==> config.mk <==
export PLATFORM = sky130hd
export DESIGN_NAME = alu_pipe
export DESIGN_NICKNAME = d
export VERILOG_FILES = /design/src/rtl/alu_pipe_pkg.sv /design/src/rtl/alu_pipe_exec.sv /design/src/rtl/alu_pipe.sv
export SDC_FILE = /design/constraint.sdc
export NUM_CORES = 1
export LEC_CHECK = 0
export BUFFER_PORTS_ARGS = -buffer_cell sky130_fd_sc_hd__buf_2
export CORE_MARGIN = 2
export CORE_UTILIZATION = 33
export DETAILED_ROUTE_END_ITERATION = 12
export SYNTH_ARGS = -nofsm -noshare
export SYNTH_HDL_FRONTEND = slang
export SYNTH_SLANG_ARGS = --single-unit
==> constraint.sdc <==
create_clock -name clk -period 5.97 [get_ports clk]
set_input_delay 0.2985 -clock clk [delete_from_list [all_inputs] [get_ports clk]]
set_output_delay 0.2985 -clock clk [all_outputs]
set_load 0.02 [all_outputs]
==> src/rtl/alu_pipe_pkg.sv <==
// Shared opcode encodings, flag bit positions and opcode helpers for the
// two-stage ALU pipeline.
package alu_pipe_pkg;

   localparam logic [2:0] OP_ADD  = 3'b000;
   localparam logic [2:0] OP_NEG  = 3'b001;
   localparam logic [2:0] OP_SHL  = 3'b010;
   localparam logic [2:0] OP_SHR  = 3'b011;
   localparam logic [2:0] OP_CMP  = 3'b100;
   localparam logic [2:0] OP_SUB  = 3'b101;
   localparam logic [2:0] OP_LDI  = 3'b110;
   localparam logic [2:0] OP_PASS = 3'b111;

   localparam int FLAG_Z = 0;
   localparam int FLAG_N = 1;
   localparam int FLAG_C = 2;
   localparam int FLAG_V = 3;

   // CMP and PASS only report; every other opcode updates rd.
   function automatic logic op_writes(input logic [2:0] op);
      return (op != OP_CMP) && (op != OP_PASS);
   endfunction

endpackage

==> src/rtl/alu_pipe_exec.sv <==
// Combinational execute unit: one result and {V,C,N,Z} flags per opcode.
module alu_exec_unit
   import alu_pipe_pkg::*;
#(
   parameter int W     = 4,
   parameter int IMM_W = 5
) (
   input  logic [2:0]       opcode,
   input  logic [W-1:0]     x,
   input  logic [W-1:0]     y,
   input  logic [IMM_W-1:0] imm,
   output logic [W-1:0]     result,
   output logic [3:0]       flags
);

   localparam logic [W-1:0] MIN_NEG = {1'b1, {(W-1){1'b0}}};

   logic [W:0]   sum_add;
   logic [W:0]   sum_sub;
   logic [W:0]   shl_w;
   logic [W:0]   shr_w;
   logic [W-1:0] imm_w;
   logic [W-1:0] r;
   logic         c;
   logic         v;

   generate
      if (IMM_W >= W) begin : g_imm_trunc
         assign imm_w = imm[W-1:0];
      end else begin : g_imm_zext
         assign imm_w = {{(W-IMM_W){1'b0}}, imm};
      end
   endgenerate

   assign sum_add = {1'b0, x} + {1'b0, y};
   assign sum_sub = {1'b0, x} + {1'b0, ~y} + (W+1)'(1);
   // One extra bit catches the last bit shifted out; amounts beyond W
   // naturally leave both result and carry at zero.
   assign shl_w   = {1'b0, x} << imm;
   assign shr_w   = {x, 1'b0} >> imm;

   always_comb begin
      r = x;
      c = 1'b0;
      v = 1'b0;
      unique case (opcode)
         OP_ADD: begin
            r = sum_add[W-1:0];
            c = sum_add[W];
            v = (x[W-1] == y[W-1]) && (r[W-1] != x[W-1]);
         end
         OP_NEG: begin
            r = {W{1'b0}} - x;
            c = (x == {W{1'b0}});
            v = (x == MIN_NEG);
         end
         OP_SHL: {c, r} = shl_w;
         OP_SHR: {r, c} = shr_w;
         OP_CMP, OP_SUB: begin
            r = sum_sub[W-1:0];
            c = sum_sub[W];
            v = (x[W-1] != y[W-1]) && (r[W-1] != x[W-1]);
         end
         OP_LDI:  r = imm_w;
         OP_PASS: r = x;
         default: r = x;
      endcase
   end

   always_comb begin
      flags         = 4'b0000;
      flags[FLAG_Z] = (r == {W{1'b0}});
      flags[FLAG_N] = r[W-1];
      flags[FLAG_C] = c;
      flags[FLAG_V] = v;
   end

   assign result = r;

endmodule

==> src/rtl/alu_pipe.sv <==
// Two-stage valid/ready ALU: stage A reads operands from the register bank,
// stage B holds the executed result while the bank is written back.
module alu_pipe
   import alu_pipe_pkg::*;
#(
   parameter int  W     = 4,
   parameter int  NREG  = 16,
   parameter int  IMM_W = 5,
   localparam int AW    = $clog2(NREG)
) (
   input  logic             clk,
   input  logic             rst,
   input  logic             in_valid,
   output logic             in_ready,
   input  logic [2:0]       opcode,
   input  logic [AW-1:0]    rd_addr,
   input  logic [AW-1:0]    rs1_addr,
   input  logic [AW-1:0]    rs2_addr,
   input  logic [IMM_W-1:0] imm,
   output logic             out_valid,
   input  logic             out_ready,
   output logic [W-1:0]     result,
   output logic [3:0]       flags
);

   logic             a_valid_q, a_valid_d;
   logic [2:0]       a_op_q;
   logic [AW-1:0]    a_rd_q;
   logic [IMM_W-1:0] a_imm_q;
   logic [W-1:0]     a_x_q;
   logic [W-1:0]     a_y_q;

   logic             out_valid_q, out_valid_d;
   logic [W-1:0]     result_q;
   logic [3:0]       flags_q;
   logic [W-1:0]     bank_q [NREG];

   logic [W-1:0]     ex_result;
   logic [3:0]       ex_flags;
   logic             b_free;
   logic             a_adv;
   logic             a_wr;
   logic             accept;
   logic [W-1:0]     op_x;
   logic [W-1:0]     op_y;

   alu_exec_unit #(
      .W     (W),
      .IMM_W (IMM_W)
   ) u_exec (
      .opcode (a_op_q),
      .x      (a_x_q),
      .y      (a_y_q),
      .imm    (a_imm_q),
      .result (ex_result),
      .flags  (ex_flags)
   );

   assign b_free   = !out_valid_q || out_ready;
   assign a_adv    = a_valid_q && b_free;
   assign a_wr     = a_adv && op_writes(a_op_q);
   assign in_ready = !rst && (!a_valid_q || a_adv);
   assign accept   = in_valid && in_ready;

   // The bank is written on the same edge that captures the next operands,
   // so a matching writeback must be forwarded around the bank.
   always_comb begin
      op_x = bank_q[rs1_addr];
      op_y = bank_q[rs2_addr];
      if (a_wr && (a_rd_q == rs1_addr)) op_x = ex_result;
      if (a_wr && (a_rd_q == rs2_addr)) op_y = ex_result;
   end

   always_comb begin
      a_valid_d   = a_valid_q;
      out_valid_d = out_valid_q;
      if (accept)      a_valid_d = 1'b1;
      else if (a_adv)  a_valid_d = 1'b0;
      if (a_adv)          out_valid_d = 1'b1;
      else if (out_ready) out_valid_d = 1'b0;
   end

   // Stage A: operand capture
   always_ff @(posedge clk) begin
      if (accept) begin
         a_op_q  <= opcode;
         a_rd_q  <= rd_addr;
         a_imm_q <= imm;
         a_x_q   <= op_x;
         a_y_q   <= op_y;
      end
   end

   // Stage B: result register and bank writeback
   always_ff @(posedge clk) begin
      if (rst) begin
         a_valid_q   <= 1'b0;
         out_valid_q <= 1'b0;
         result_q    <= '0;
         flags_q     <= '0;
         for (int i = 0; i < NREG; i++) bank_q[i] <= '0;
      end else begin
         a_valid_q   <= a_valid_d;
         out_valid_q <= out_valid_d;
         if (a_adv) begin
            result_q <= ex_result;
            flags_q  <= ex_flags;
         end
         if (a_wr) bank_q[a_rd_q] <= ex_result;
      end
   end

   assign out_valid = out_valid_q;
   assign result    = result_q;
   assign flags     = flags_q;

endmodule

==> flow_metrics.tcl, run 1 <==
set metrics [dict create \
    place_area_mm2 0.00568 \
    synth-compound-area-share 0.0699 \
    synth_top_family_by_area "multiplexers" \
    grt_pass1_vias 3676 \
    crit_required_ns 6.05 \
    nNetsFinal 491 \
    maxCapViolations 0 \
    die_y_um 132 \
    slowest_delay_ns 0.74 \
    cts_sinks 93 \
    synth-edff-count 84 \
    grt-ovfl-total 0 \
    drc 0 \
    ios 34 \
    firstDrtPassIters 5 \
    synth_seq_area_share 0.503 \
    pre_cts_slack_ns 2.99 \
    synth_adder_area_share 0.0284 \
    muxShareOfSynthArea 0.184 \
    clk_latency_ns 0.35 \
    whs_ns 0.119 \
    grt.total_usage 0.160 \
    crit_chain "inv_1 -> ha_1 -> fa_1 -> a21oi_1 -> o31ai_1 -> o21ai_0 -> a211oi_1 -> o22a_1 -> o21ai_1" \
    postCtsSetupBuffers 0 \
    finalWeightedCongestion 0.857 \
    end_kind "flip-flop" \
    vdd_drop_max_mv 0.124 \
    synth_ff_type "edfxtp_1" \
    routed_wl_mm 13.3 \
    fin_area_mm2 0.00594 \
    yosysWarnings 0 \
    syn_to_final_growth_pct 10.5 \
    grt_setup_unrepaired "no" \
    maxSlewViolCount 0 \
    wire_per_inst_um 19.7 \
    dieArea_mm2 0.0173 \
    yosys.area_share.simple 0.157 \
    coreArea_mm2 0.0159 \
    crit_fanout 20 \
    grt_antenna_before_repair 0 \
    startpoint_type "flip-flop" \
    cts.reportedPaths.clkPinSlew_ns 0.06 \
    drive_above_1_share 0.204 \
    skew_ns 0.00470 \
    status "finished clean" \
    layout_setup_ws_ns 2.95 \
    dp_hpwl_mm 9.50 \
    htreeDepth 3 \
    finalCriticalPeriod_ns 3.02 \
    vias 3684 \
    hold_viol 0 \
    synth_cell_types 56 \
    syn_area_mm2 0.00537 \
    cts_hold_buf 0 \
    r2r_setup_slack_ns 2.95 \
    syn-num-nets 476 \
    grt_max_degree 29 \
    worst_pin_slew_ns 1.03 \
    drt_iter0_drc 284 \
    slew_headroom 0.311 \
    fin_crit_sh 0.506 \
    netlist_instances 441 \
    fp-row-count 46 \
    finalSetupViolations 0 \
    hold_class "input port to flip-flop" \
    synthArstFlopShare 0 \
    routed_via_density 5.45 \
    grt_pass1_wl_mm 21.2 \
    portBuffers 33 \
    max_freq_ghz 0.331 \
    postCtsResizedCells 0 \
    postRouteAntennaNets 0 \
    cts_inserted_buffers 9 \
    syn_avg_cell_area_um2 12.2 \
    tritoncts "done" \
    synth_xor_area_frac 0.0245 \
    num_antenna_cells 0 \
    setup_tns_ns 0 \
    pwr_density_cell_mw_per_mm2 251 \
    slowest_stage "o22a_1" \
    root_buffer "clkbuf_16" \
    initial_utilization 0.338 \
    crit_arrival_ns 3.10 \
    cts_buffer_depth 2 \
    die_w_um 132 \
    ys_ff_latch 93 \
    crit_type "flip-flop to flip-flop" \
    p_leak_nw 2.15 \
]
==> placed cells by master, fill, tap and decap left out, types with 2 or more instances in the layout <==
| cell type | Yosys | final |
|---|---|---|
| nor2_1 | 88 | 88 |
| edfxtp_1 | 84 | 84 |
| mux4_2 | 40 | 40 |
| buf_2 | 7 | 33 |
| nand2_1 | 32 | 32 |
| nand2b_1 | 20 | 20 |
| xor2_1 | 11 | 11 |
| a21oi_1 | 10 | 10 |
| inv_1 | 9 | 9 |
| mux2i_1 | 9 | 9 |
| o21ai_0 | 9 | 9 |
| ha_1 | 9 | 9 |
| dfxtp_1 | 9 | 9 |
| clkbuf_16 | 0 | 9 |
| o21ai_1 | 8 | 8 |
| nand3_1 | 8 | 8 |
| nor3_1 | 6 | 6 |
| nor2b_1 | 4 | 4 |
| xnor2_1 | 4 | 4 |
| nor3b_1 | 4 | 4 |
| a211oi_1 | 5 | 4 |
| nor4_1 | 3 | 3 |
| o21a_1 | 3 | 3 |
| clkinv_2 | 0 | 3 |
| or3_1 | 2 | 2 |
| o31ai_1 | 2 | 2 |
| nand3b_1 | 2 | 2 |
| a31oi_1 | 2 | 2 |
| and3_1 | 2 | 2 |
| fa_1 | 2 | 2 |
| clkinv_1 | 0 | 2 |
==> synth_stat cells (all sizes together) (3+ instances only) <==
| master | number | area [um2] |
|---|---|---|
| nor2 | 88 | 330 |
| edfxtp | 84 | 2520 |
| mux4 | 40 | 901 |
| nand2 | 32 | 120 |
| nand2b | 20 | 125 |
| clkbuf | 17 | 63.8 |
| o21ai | 17 | 85.1 |
| buf | 13 | 76.3 |
| xor2 | 11 | 96.3 |
| a21oi | 10 | 50.1 |
| dfxtp | 9 | 180 |
| ha | 9 | 113 |
| inv | 9 | 33.8 |
| mux2i | 9 | 90.1 |
| nand3 | 8 | 40.0 |
| nor3 | 6 | 30.0 |
| a211oi | 5 | 37.5 |
| nor3b | 5 | 42.5 |
| nor2b | 4 | 25.0 |
| xnor2 | 4 | 35.0 |
| nand3b | 3 | 35.0 |
| nor4 | 3 | 18.8 |
| o21a | 3 | 22.5 |
==> per-layer routing <==
layer	global-route usage	vias up	wire length (um)
met4	0.0749	0	354
met1	0.201	1857	5400
met5	0	-	0
met2	0.268	129	6830
li1	-	1673	-
met3	0.0313	25	738
==> flip-flops by register name, summed over array words and instances, names as in the netlist <==
| register | flops |
|---|---|
| bank_q | 64 |
| a_imm_q | 5 |
| a_rd_q | 4 |
| a_x_q | 4 |
| a_y_q | 4 |
| flags | 4 |
| a_op_q | 3 |
| result | 3 |
| a_valid_q | 1 |
| out_valid | 1 |
==> final cells by class <==
| cell class | instances | area [um2] |
|---|---|---|
| multi-input combinational | 309 | 2500 |
| fill | 1570 | 9950 |
| tap | 216 | 270 |
| clock inverter | 6 | 31.3 |
| sequential | 93 | 2700 |
| timing repair buffer | 34 | 173 |
| clock buffer | 9 | 225 |
| inverter | 9 | 33.8 |
==> power by group <==
part           switching, mW  internal (mW)  total (mW)
logic                  0.118         0.0873       0.205
registers             0.0292          0.738       0.767
clock network          0.242          0.275       0.517
total                  0.389           1.10        1.49
==> worst max-delay path: cells and delay by family (launching register included) <==
family,cells,cell delay (ns)
adders and majority gates,2,0.74
DFF,1,0.48
buffers and inverters,1,0.14
AOI/OAI and AO/OA,6,1.37
==> stage by stage <==
step,power [mW],instances,utilization
floorplan,0.922,441,-
global placement,0.982,661,0.358
detailed placement,0.986,661,0.358
CTS,1.50,676,0.374
global route,1.54,676,0.374
finish,1.49,676,0.374
==> final timing paths <==
kind / start / end / cells past startpoint
worst max-delay path: a_x_q[0] / a_x_q[1] / 9
worst min-delay path: opcode[2] / a_op_q[2] / 1
worst max register to register: a_x_q[0] / a_x_q[1] / 9
worst min register to register: flags[3] / flags[3] / 2
==> logic make-up after synthesis <==
family | count (synthesis)
xor+xnor | 15
flops | 93
fa+ha+maj | 11
buf+inv | 39
compound gates | 55
simple gates | 179
mux | 49
Power figures use the tool's default switching activity.
==> inputs of run 2 (changes only) <==
ABC_AREA = 1   (was unset)
clock period = 3.15 ns   (was 5.97 ns; I/O delays follow)
==> flow_metrics.tcl, run 2 <==
set metrics [dict create \
    ys_ff_latch 93 \
    hold_class "input port to flip-flop" \
    dieArea_mm2 0.0183 \
    setup_tns_ns 0 \
    power_mw 2.86 \
    cts.reportedPaths.clkPinSlew_ns 0.07 \
    slew_headroom 0.568 \
    syn_to_final_growth_pct 12.3 \
    synth.largest_area_cell "edfxtp_1" \
    status "finished clean" \
    vdd_drop_max_mv 0.270 \
    die_w_um 135 \
    fp-row-count 48 \
    grt_use_met2 0.288 \
    postCtsSetupBuffers 0 \
    netlist_instances 709 \
    htreeDepth 3 \
    cts_sinks 93 \
    reg.largest.list "bank_q (64), a_imm_q (5)" \
    crit_arrival_ns 2.45 \
    finalWeightedCongestion 0.925 \
    firstDrtPassIters 5 \
    wire_per_inst_um 15.6 \
    synth_cell_types 36 \
    grt_antenna_before_repair 0 \
    synth-edff-count 84 \
    cts_buffer_depth 2 \
    num_antenna_cells 0 \
    postCtsResizedCells 0 \
    grt_setup_unrepaired "no" \
    sw_frac_of_total 0.281 \
    tritoncts "done" \
    crit_fanout 16 \
    synth_area_leaders "edfxtp_1 (44%), o21ai_0 (7.3%), nand2_1 (7.2%)" \
    routed_via_density 4.98 \
    skew_ns 0.00611 \
    p_switching_mw 0.805 \
    max_freq_ghz 0.424 \
    synth_seq_area_share 0.475 \
    drive_above_1_share 0.117 \
    routed_wl_mm 15.1 \
    root_buffer "clkbuf_16" \
    p_comb_frac 0.146 \
    synth_top_area_frac 0.443 \
    grt_max_degree 35 \
    vias 4811 \
    use_met1 0.211 \
    seq_power_share 0.500 \
    r2r_cells 10 \
    postRouteAntennaNets 0 \
    p_clk_frac 0.353 \
    dp_hpwl_mm 10.9 \
    grt.total_usage 0.169 \
    ios 34 \
    syn_area_mm2 0.00569 \
    grt-ovfl-total 0 \
    largest_register_ffs 64 \
    fin_crit_sh 0.749 \
    top_register "bank_q" \
    cts_hold_buf 12 \
    finalCriticalPeriod_ns 2.36 \
    grt_pass1_wl_mm 23.4 \
    p_leak_nw 2.66 \
    drc 0 \
    worstHoldPathCells 2 \
    syn-num-nets 744 \
    top_usage_layer "met2" \
    synth_ff_type "edfxtp_1" \
    end_kind "flip-flop" \
    whs_ns 0.0466 \
    crit_required_ns 3.24 \
    maxSlewViolCount 0 \
    crit_type "flip-flop to flip-flop" \
    nNetsFinal 771 \
    netlist_top_cells_count "nand2_1 (109), inv_1 (96), nor2_1 (92)" \
    hold_viol 0 \
    grt_pass1_vias 4445 \
    coreArea_mm2 0.0171 \
    maxCapViolations 0 \
    initial_utilization 0.334 \
    portBuffers 33 \
    worst_pin_slew_ns 0.648 \
    final_cell_mix "nand2_1 (109), inv_1 (96), nor2_1 (91)" \
    drt_iter0_drc 308 \
    startpoint_type "flip-flop" \
    met3_usage 0.0273 \
    die_y_um 135 \
    pwr_density_cell_mw_per_mm2 448 \
    clk_latency_ns 0.35 \
    synth.most_common_cell "nand2_1" \
    intPower_mw 2.06 \
    synthArstFlopShare 0 \
    syn_avg_cell_area_um2 8.03 \
    final_common_cell "nand2_1" \
    yosysWarnings 0 \
    cts_inserted_buffers 9 \
    finalSetupViolations 0 \
]
## run 2: cell types whose count changed in the layout (fill, tap and decap cells not counted), sizes merged, moves of 9 or more
cell,before,now
inv,9,100
nand2,32,116
o21ai,17,85
a21oi,10,64
mux4,40,0
nand3,8,45
nand2b,20,0
nor2,88,105
dlygate4sd3,0,12
o211ai,1,12
mux2i,9,0
## run 2: power groups by stage
stage / sequential [mW] / clock, mW / combinational, mW
after floorplan: 1.45 / 0 / 0.293
after global placement: 1.46 / 0 / 0.405
after detailed placement: 1.46 / 0 / 0.406
after CTS: 1.43 / 1.02 / 0.419
after global routing: 1.44 / 1.06 / 0.465
final: 1.43 / 1.01 / 0.418
## run 2: path summary, 6_finish.rpt
| check | startpoint | to | slack, ns |
|---|---|---|---|
| worst max register to register | a_x_q[0] | bank_q[11][1] | 0.79 |
| worst min register to register | flags[2] | flags[2] | 0.47 |
| worst min-delay path | rst | flags[0] | 0.05 |
| worst max-delay path | a_x_q[0] | bank_q[11][1] | 0.79 |
## run 2: layout make-up
cell class	count	area [um2]
Clock inverter	6	40.0
Fill cell	1782	10700
Sequential cell	93	2700
Multi-Input combinational cell	481	2440
Tap cell	225	282
Timing Repair Buffer	49	315
Clock buffer	10	229
Inverter	102	383
## run 2: per-layer routing
layer / share of wire / up-vias
li1: - / 2430
met1: 0.44 / 2248
met2: 0.48 / 109
met3: 0.045 / 24
met4: 0.028 / 0
met5: 0 / -
## run 2: kinds of logic after synthesis
kind of cell | count (synthesis) | share of synthesized area
compound gates | 177 | 0.169
xor+xnor | 10 | 0.0154
fa+ha+maj | 11 | 0.0268
simple gates | 283 | 0.218
buf+inv | 135 | 0.0969
flops | 93 | 0.475
## run 2: metrics by stage
step	util	cell area, um2	cells	setup WS, ns
final	0.375	6390	966	0.791
after global routing	0.375	6390	966	0.605
after CTS	0.375	6390	966	0.777
after detailed placement	0.352	6000	938	0.791
after global placement	0.352	6000	938	0.835
after floorplan	-	5690	709	1.07
## run 2: critical path, stage by stage (launching register included)
cell and delay [ns]:
edfxtp_1 0.42, inv_1 0.11, ha_1 0.23, fa_1 0.49
nand2_1 0.05, o21ai_0 0.08, nand2_1 0.06, nor2_1 0.12
nand2_2 0.10, nand2_2 0.33, nor2_1 0.10
